### src/rtl/ps2_pkg.sv
// ps2_pkg: shared state type and scan-code constants for the PS/2 receiver
package ps2_pkg;
  typedef enum logic [1:0] {IDLE, DATA, PARITY, STOP} ps2_state_t;
  localparam logic [7:0] PS2_BREAK = 8'hF0;
  localparam logic [7:0] PS2_EXT = 8'hE0;
  localparam logic [7:0] PS2_NONE = 8'h00;
endpackage

### src/rtl/ps2_sync_edge.sv
// ps2_sync_edge: synchronises ps2_clk/ps2_data and flags ps2_clk falling edges
module ps2_sync_edge #(
  parameter int SYNC_STAGES = 2
) (
  input logic clk,
  input logic rst,
  input logic ps2_clk,
  input logic ps2_data,
  output logic fall,
  output logic data_s
);
  logic [SYNC_STAGES-1:0] clk_sync, data_sync;
  logic clk_prev;
  always_ff @(posedge clk) begin
    if (rst) begin
      clk_sync <= '1;
      data_sync <= '1;
      clk_prev <= 1'b1;
    end else begin
      clk_sync <= {clk_sync[SYNC_STAGES-2:0], ps2_clk};
      data_sync <= {data_sync[SYNC_STAGES-2:0], ps2_data};
      clk_prev <= clk_sync[SYNC_STAGES-1];
    end
  end
  assign fall = clk_prev & ~clk_sync[SYNC_STAGES-1];
  assign data_s = data_sync[SYNC_STAGES-1];
endmodule

### src/rtl/ps2_scan_receiver.sv
// ps2_scan_receiver: PS/2 frame receiver with make/break tracking; define PS2_EXTENDED_EN to swallow E0-prefixed keys
module ps2_scan_receiver
  import ps2_pkg::*;
#(
  parameter int SYNC_STAGES = 2,
  parameter int TIMEOUT_CYCLES = 10000
) (
  input logic clk,
  input logic rst,
  input logic ps2_clk,
  input logic ps2_data,
  output logic [7:0] keyboard_data,
  output logic code_valid,
  output logic frame_err
);
  localparam int TW = $clog2(TIMEOUT_CYCLES + 1);
  ps2_state_t state, state_n;
  logic fall, data_s, good, bad, brk, brk_n, code_valid_n, parity, parity_n;
  logic [2:0] bit_cnt, bit_cnt_n;
  logic [7:0] shreg, shreg_n, kd_n;
  logic [TW-1:0] tcnt, tcnt_n;
  ps2_sync_edge #(.SYNC_STAGES(SYNC_STAGES)) u_sync (
    .clk(clk),
    .rst(rst),
    .ps2_clk(ps2_clk),
    .ps2_data(ps2_data),
    .fall(fall),
    .data_s(data_s)
  );
  always_ff @(posedge clk) begin
    if (rst) begin
      state <= IDLE;
      bit_cnt <= '0;
      shreg <= '0;
      parity <= 1'b0;
      tcnt <= '0;
      brk <= 1'b0;
      keyboard_data <= PS2_NONE;
      code_valid <= 1'b0;
      frame_err <= 1'b0;
    end else begin
      state <= state_n;
      bit_cnt <= bit_cnt_n;
      shreg <= shreg_n;
      parity <= parity_n;
      tcnt <= tcnt_n;
      brk <= brk_n;
      keyboard_data <= kd_n;
      code_valid <= code_valid_n;
      frame_err <= bad;
    end
  end
  always_comb begin
    state_n = state;
    bit_cnt_n = bit_cnt;
    shreg_n = shreg;
    parity_n = parity;
    tcnt_n = '0;
    good = 1'b0;
    bad = 1'b0;
    if (fall) begin
      case (state)
        IDLE: begin
          state_n = data_s ? IDLE : DATA;
          bit_cnt_n = '0;
        end
        DATA: begin
          shreg_n = {data_s, shreg[7:1]};
          bit_cnt_n = bit_cnt + 3'd1;
          state_n = bit_cnt == 3'd7 ? PARITY : DATA;
        end
        PARITY: begin
          parity_n = data_s;
          state_n = STOP;
        end
        default: begin
          state_n = IDLE;
          good = data_s & ^{shreg, parity};
          bad = ~good;
        end
      endcase
    end else if (state != IDLE) begin
      bad = tcnt == TW'(TIMEOUT_CYCLES - 1);
      state_n = bad ? IDLE : state;
      tcnt_n = tcnt + TW'(1);
    end
  end
`ifdef PS2_EXTENDED_EN
  logic ext, ext_n;
  always_ff @(posedge clk) begin
    if (rst) ext <= 1'b0;
    else ext <= ext_n;
  end
`endif
  always_comb begin
    kd_n = keyboard_data;
    brk_n = brk;
    code_valid_n = 1'b0;
`ifdef PS2_EXTENDED_EN
    ext_n = ext;
`endif
    if (good) begin
      if (shreg == PS2_BREAK) brk_n = 1'b1;
`ifdef PS2_EXTENDED_EN
      else if (shreg == PS2_EXT) ext_n = 1'b1;
      else if (ext) begin
        ext_n = 1'b0;
        brk_n = 1'b0;
      end
`else
      else if (shreg == PS2_EXT) brk_n = brk;
`endif
      else if (brk) begin
        brk_n = 1'b0;
        kd_n = shreg == keyboard_data ? PS2_NONE : keyboard_data;
      end else begin
        kd_n = shreg;
        code_valid_n = 1'b1;
      end
    end
  end
endmodule
### config.mk
export PLATFORM = sky130hd
export DESIGN_NAME = ps2_scan_receiver
export DESIGN_NICKNAME = d
export VERILOG_FILES = /design/src/rtl/ps2_pkg.sv /design/src/rtl/ps2_sync_edge.sv /design/src/rtl/ps2_scan_receiver.sv
export SDC_FILE = /design/constraint.sdc
export NUM_CORES = 1
export LEC_CHECK = 0
export CORE_ASPECT_RATIO = 0.75
export CORE_MARGIN = 4
export CORE_UTILIZATION = 63
export CTS_BUF_LIST = sky130_fd_sc_hd__clkbuf_4 sky130_fd_sc_hd__clkbuf_8
export CTS_CLUSTER_DIAMETER = 30
export DETAILED_ROUTE_END_ITERATION = 12
export PLACE_DENSITY = 0.91
export SYNTH_ARGS = -nofsm -noshare
export SYNTH_HDL_FRONTEND = slang
export SYNTH_SLANG_ARGS = --single-unit
### constraint.sdc
create_clock -name clk -period 4.9 [get_ports clk]
set_input_delay 0.735 -clock clk [delete_from_list [all_inputs] [get_ports clk]]
set_output_delay 0.735 -clock clk [all_outputs]
set_load 0.01 [all_outputs]
* After elaboration in Yosys (flattened, before gate mapping)
Index checks and enable logic that the tools add are counted.
** Storage, ports and cells
- Bits of input ports :: 4
- Bits in registers :: 44
** Operators by class
- Add/sub/neg operators :: 2
- Mux-type cells :: 17
- Bitwise logic cells :: 8
- Equal/unequal tests :: 9
- Reductions and logical operators :: 15
** Operators by type and width (number)
- == test 8 bit (second input constant) :: 2
- two-way mux 8 bit :: 2
- adder 14 x 1 -> 14 bit (second input constant) :: 1
- == test 14 bit (second input constant) :: 1
- AND reduction 2 bit :: 5
- two-way mux 1 bit :: 9
- parity 9 bit :: 1
- == test 8 bit :: 1
- two-way mux 2 bit :: 4
- nonzero test 2 bit :: 4
- inverter 1 bit :: 6
- case mux 2 bit (3 select lines) :: 1
- case mux 3 bit (2 select lines) :: 1
- OR reduction 3 bit :: 2
- AND reduction 4 bit :: 1
- OR reduction 4 bit :: 1
- adder 3 x 1 -> 3 bit (second input constant) :: 1
- == test 3 bit (second input constant) :: 1
- AND 1 bit :: 2
- == test 2 x 1 -> 1 bit (second input constant) :: 1
- == test 2 bit (second input constant) :: 1
- logical NOT 2 bit :: 1
- != test 2 x 1 -> 1 bit (second input constant) :: 1
- != test 2 bit (second input constant) :: 1

* Depth between registers and ports, before layout
- Depth in word-level cells :: 6
- Gate-level depth with buffers :: 6
- Depth with buffers taken out :: 6

* Hierarchy
A second synthesis with hierarchy kept.
** Unflattened totals
- Cell total of the unflattened synthesis :: 233
- Area total of the unflattened synthesis :: 2067.0 µm²
** By module, submodules not included
- ps2_scan_receiver :: area an instance 1929.4 µm², instances 1, cells each 222
- ps2_sync_edge :: area an instance 137.6 µm², instances 1, cells each 11

* Worst setup path after synthesis
OpenSTA, ideal clock, no wires.
- Path type :: register to register
- From :: reg shreg[0]
- To :: reg keyboard_data[0]
- Library setup time :: 0.132 ns
- Stages on the path, launching flop included :: 6
- Arrival time :: 1.578 ns
- Path slack :: 3.190 ns
- Path through :: dfxtp_1 xnor3_2 a2111oi_4 mux2i_2 o21ai_0 a21oi_1
** Between the ends
- Word-level cells in the longest chain between the ends :: 5
- Elaborated cells on any way between the ends :: 12
** Ends and longest elaborated chain
- start, declared :: RTL line ps2_scan_receiver.sv:20 : logic [7:0] shreg, shreg_n, kd_n;
- start signal, assigned :: RTL line ps2_scan_receiver.sv:44 : shreg <= shreg_n;
- parity 9 bit :: RTL line ps2_scan_receiver.sv:78 : good = data_s & ^{shreg, parity};
- AND 1 bit :: RTL line ps2_scan_receiver.sv:78
- two-way mux 1 bit :: RTL line ps2_scan_receiver.sv:62 : case (state)
- two-way mux 1 bit :: RTL line ps2_scan_receiver.sv:61 : if (fall) begin
- AND reduction 4 bit (no source line)
- end signal, assigned :: RTL line ps2_scan_receiver.sv:48 : keyboard_data <= kd_n;
- end, declared :: RTL line ps2_scan_receiver.sv:12 : output logic [7:0] keyboard_data,
Parallel ways exist; a longest one is shown, timed or not.
A chain may end at the register's enable or synchronous reset.

* Worst setup path after layout
- From :: in rst
- To :: reg tcnt[7]
** Between the ends
- Word-level cells in the longest chain between the ends :: 1
** Ends and longest elaborated chain
- start, declared :: RTL line ps2_scan_receiver.sv:9 : input logic rst,
- OR reduction 3 bit (no source line)
- end signal, assigned :: RTL line ps2_scan_receiver.sv:46 : tcnt <= tcnt_n;
- end, declared :: RTL line ps2_scan_receiver.sv:21 : logic [TW-1:0] tcnt, tcnt_n;
Every way passes these cells.

==> metrics.md <==
| Metric | Value |
|---|---|
| Final setup viols | `0` |
| Critical Path Start Type | `input pin` |
| Crit path max fanout | `31` |
| Antenna violation net count after detailed routing | `0` |
| Die height | `57.0 um` |
| Latest clock arrival within the worst-skew pair | `300 ps` |
| Die X | `73.4 um` |
| Crit-path cells | `clkdlybuf4s50_1 -> or3_1 -> a21oi_1` |
| Area leader, netlist | `dfxtp_1` |
| P_leak | `0.792 nW` |
| Pre-antenna DRT Iters | `4` |
| VDD IR max | `0.231 mV` |
| Synth area leaders | `dfxtp_1, xor2_1, a21oi_1, nor2_1, nand2_1` |
| Starting Density | `67.4%` |
| Outcome | `finished, final reports clean` |
| CP arrival | `2680 ps` |
| Final WL | `3970 um` |
| Max-Cap Viols | `0` |
| Uppermost layer routed | `met4` |
| Worst r2r src | `shreg[4]$_SDFFE_PP0P_` |
| Routed wl met2 | `1790 um` |
| Top-Level Pins | `14` |
| Power Dens Cells | `291 mW/mm^2` |
| Crit Path Category | `input pin to register` |
| Number of fillers in the final layout | `210` |
| Initial antenna violation count | `0` |
| Largest net degree at the start of global routing | `32` |
| Iter 0 DRT Violations | `147` |
| Post-DP HPWL | `2720 um` |
| Antenna Cells | `0` |
| Total CTS buffers | `5` |
| Final min period | `2450 ps` |
| First-pass GRT wire length | `6900 um` |
| CTS tree | `yes` |
| Gpl congestion | `0.771` |
| Total power | `652 uW` |
| Syn nets | `233` |
| P&R area growth vs syn | `10.9%` |
| Synthesized cell area | `0.00202 mm^2` |
| Synth warnings | `0` |
| Skew final | `6.96 ps` |
| Clock Path Buffers | `2` |
| Post-route setup TNS | `0 ps` |
| Post-detailed-route wirelength per cell | `14.7 um` |
| Post-route clock period utilization | `50.0%` |
| Ys async rst share | `0%` |
| Clk slew on worst S/H paths | `90 ps` |
| Slew Limit Fails | `0` |
| Die area | `0.00419 mm^2` |
| Clk root buf | `clkbuf_8` |
| Post-synthesis sequential area ratio | `43.6%` |
| Most used DFF post-synth | `dfxtp_1` |
| Hold/Removal Path Class | `register to register` |
| Crit path max-delay cell type | `clkdlybuf4s50_1` |
| EDFF count, synth | `0` |
| DRC | `0` |
| Critical path endpoint category | `register` |
| Synth top area share | `43.6%` |
| Worst Path Required | `5130 ps` |
| Port buffer count | `13` |
| Synth Register Bits | `44` |
| GRT Resource Usage Total | `21.1%` |
| GRT Residual Overflow | `0` |
| Yosys cell types | `39` |
| Met1 Wirelength | `1890 um` |
| Vias per cell | `5.91` |
| Post-CTS Hold Buffers | `0` |
| Synthesized instance count | `226` |
| Core region area | `0.00300 mm^2` |
| Clk sinks | `44` |
| Met3 wire len | `270 um` |
| Crit path largest cell delay | `940 ps` |
| R2r setup slk | `2870 ps` |
| Vias in the first global route | `1498` |
| Detailed-route via count | `1597` |
| Crit. Startpoint | `rst` |
| Mean post-synth cell area | `8.94 um^2` |
| Worst-margin pin slew | `1050 ps` |
| Hold Path Origin | `u_sync.clk_sync[0]$_SDFF_PP1_` |
| Layout cells sized above 1 | `9.05%` |
| Fmax | `408 MHz` |
| CTS HTree Levels | `2` |
| Post-CTS setup buffer count | `0` |
| Cts repair resizes | `0` |
| Std-Cell Rows | `17` |
| Slew HR | `29.7%` |
| Fin. Hold Viols | `0` |
| Final #Nets | `238` |
| RSZ-0062 raised after global routing | `false` |
[metal layers]
| layer | up-vias | GRT usage, % |
|---|---|---|
| met3 | 4 | 5.46 |
| met1 | 753 | 29.9 |
| li1 | 783 | - |
| met2 | 57 | 30.6 |
| met4 | 0 | 8.53 |
| met5 | - | 0 |
[synth_stat cells (2+ instances only)]
library cell	count
nor4_1	2
nand4b_1	2
dfxtp_1	44
nor2_1	23
o21ai_0	12
nand3b_1	8
and3_1	2
buf_2	5
clkbuf_1	8
xnor3_2	2
inv_1	3
xor2_1	16
nor3_1	5
nor3b_1	2
and4b_1	2
nand3_1	8
or2_2	6
or3_1	3
nand4_1	4
a21oi_1	21
nand2_1	22
ha_1	3
xnor2_1	7
[cells by family (layout without fill, tap and decap cells)]
logic type	count (synthesis)	count (layout)	share of synthesized area (%)
buffers and inverters	18	24	4.21
and+or+nand+nor	92	92	23.5
AOI/OAI and AO/OA	40	40	12.0
xor gates and xnor gates	25	25	12.3
adders and majority gates	3	3	1.86
muxes	4	4	2.48
DFF	44	44	43.6
[final cells by class]
class                      instances  area, um^2  area share, %
multi-input combinational        164        1050           47.1
sequential                        44         881           39.3
timing repair buffer              13         130           5.81
clock buffer                       5        68.8           3.07
clock inverter                     3        47.5           2.12
tap                               38        47.5           2.12
inverter                           3        11.3          0.503
[worst max-delay path: cells and delay by family]
| kind | cells | cell delay, ps |
|---|---|---|
| AND/OR/NAND/NOR | 1 | 800 |
| AO/OA/AOI/OAI | 1 | 190 |
| buffers and inverters | 1 | 940 |
[report_power, final]
group	switching (mW)	internal, mW	leakage (nW)
Clock	0.127	0.153	0.0583
Sequential	0.00173	0.359	0.355
Combinational	0.00604	0.00419	0.378
Total	0.135	0.517	0.792
[placed cells by master (no fill, tap or decap), drive strengths merged, types with 3 or more instances in the layout]
master and n:
dfxtp 44, nor2 23, nand2 22, a21oi 21, xor2 16, clkdlybuf4s50 13, o21ai 12, nand3 8
nand3b 8, xnor2 7, or2 6, nor3 5, clkbuf 5, nand4 4, or3 3, inv 3
ha 3
[sequential cells by signal (all words and copies together) (netlist names)]
signal	cells
shreg	8
code_valid	1
u_sync.clk_prev	1
tcnt	14
u_sync.data_sync	2
parity	1
bit_cnt	3
keyboard_data	8
state	2
frame_err	1
u_sync.clk_sync	2
brk	1
[worst paths after layout]
kind | to | depth (start not counted)
min | u_sync.clk_sync[1]$_SDFF_PP1_ | 1
max reg2reg | keyboard_data[6]$_SDFFE_PP0P_ | 5
min reg2reg | u_sync.clk_sync[1]$_SDFF_PP1_ | 1
max | tcnt[7]$_SDFF_PP0_ | 3
[through the flow]
| stage | hold WS [ps] | area, um^2 | setup WS [ps] | utilization [%] | std cells |
|---|---|---|---|---|---|
| global route | 431 | 2240 | 2350 | 74.7 | 270 |
| finish | 415 | 2240 | 2450 | 74.7 | 270 |
| floorplan | 389 | 2020 | 3190 | - | 226 |
| CTS | 415 | 2240 | 2480 | 74.7 | 270 |
| global placement | 391 | 2120 | 2170 | 70.8 | 262 |
| detailed placement | 394 | 2120 | 2170 | 70.8 | 262 |
(Power assumes the default switching activity.)
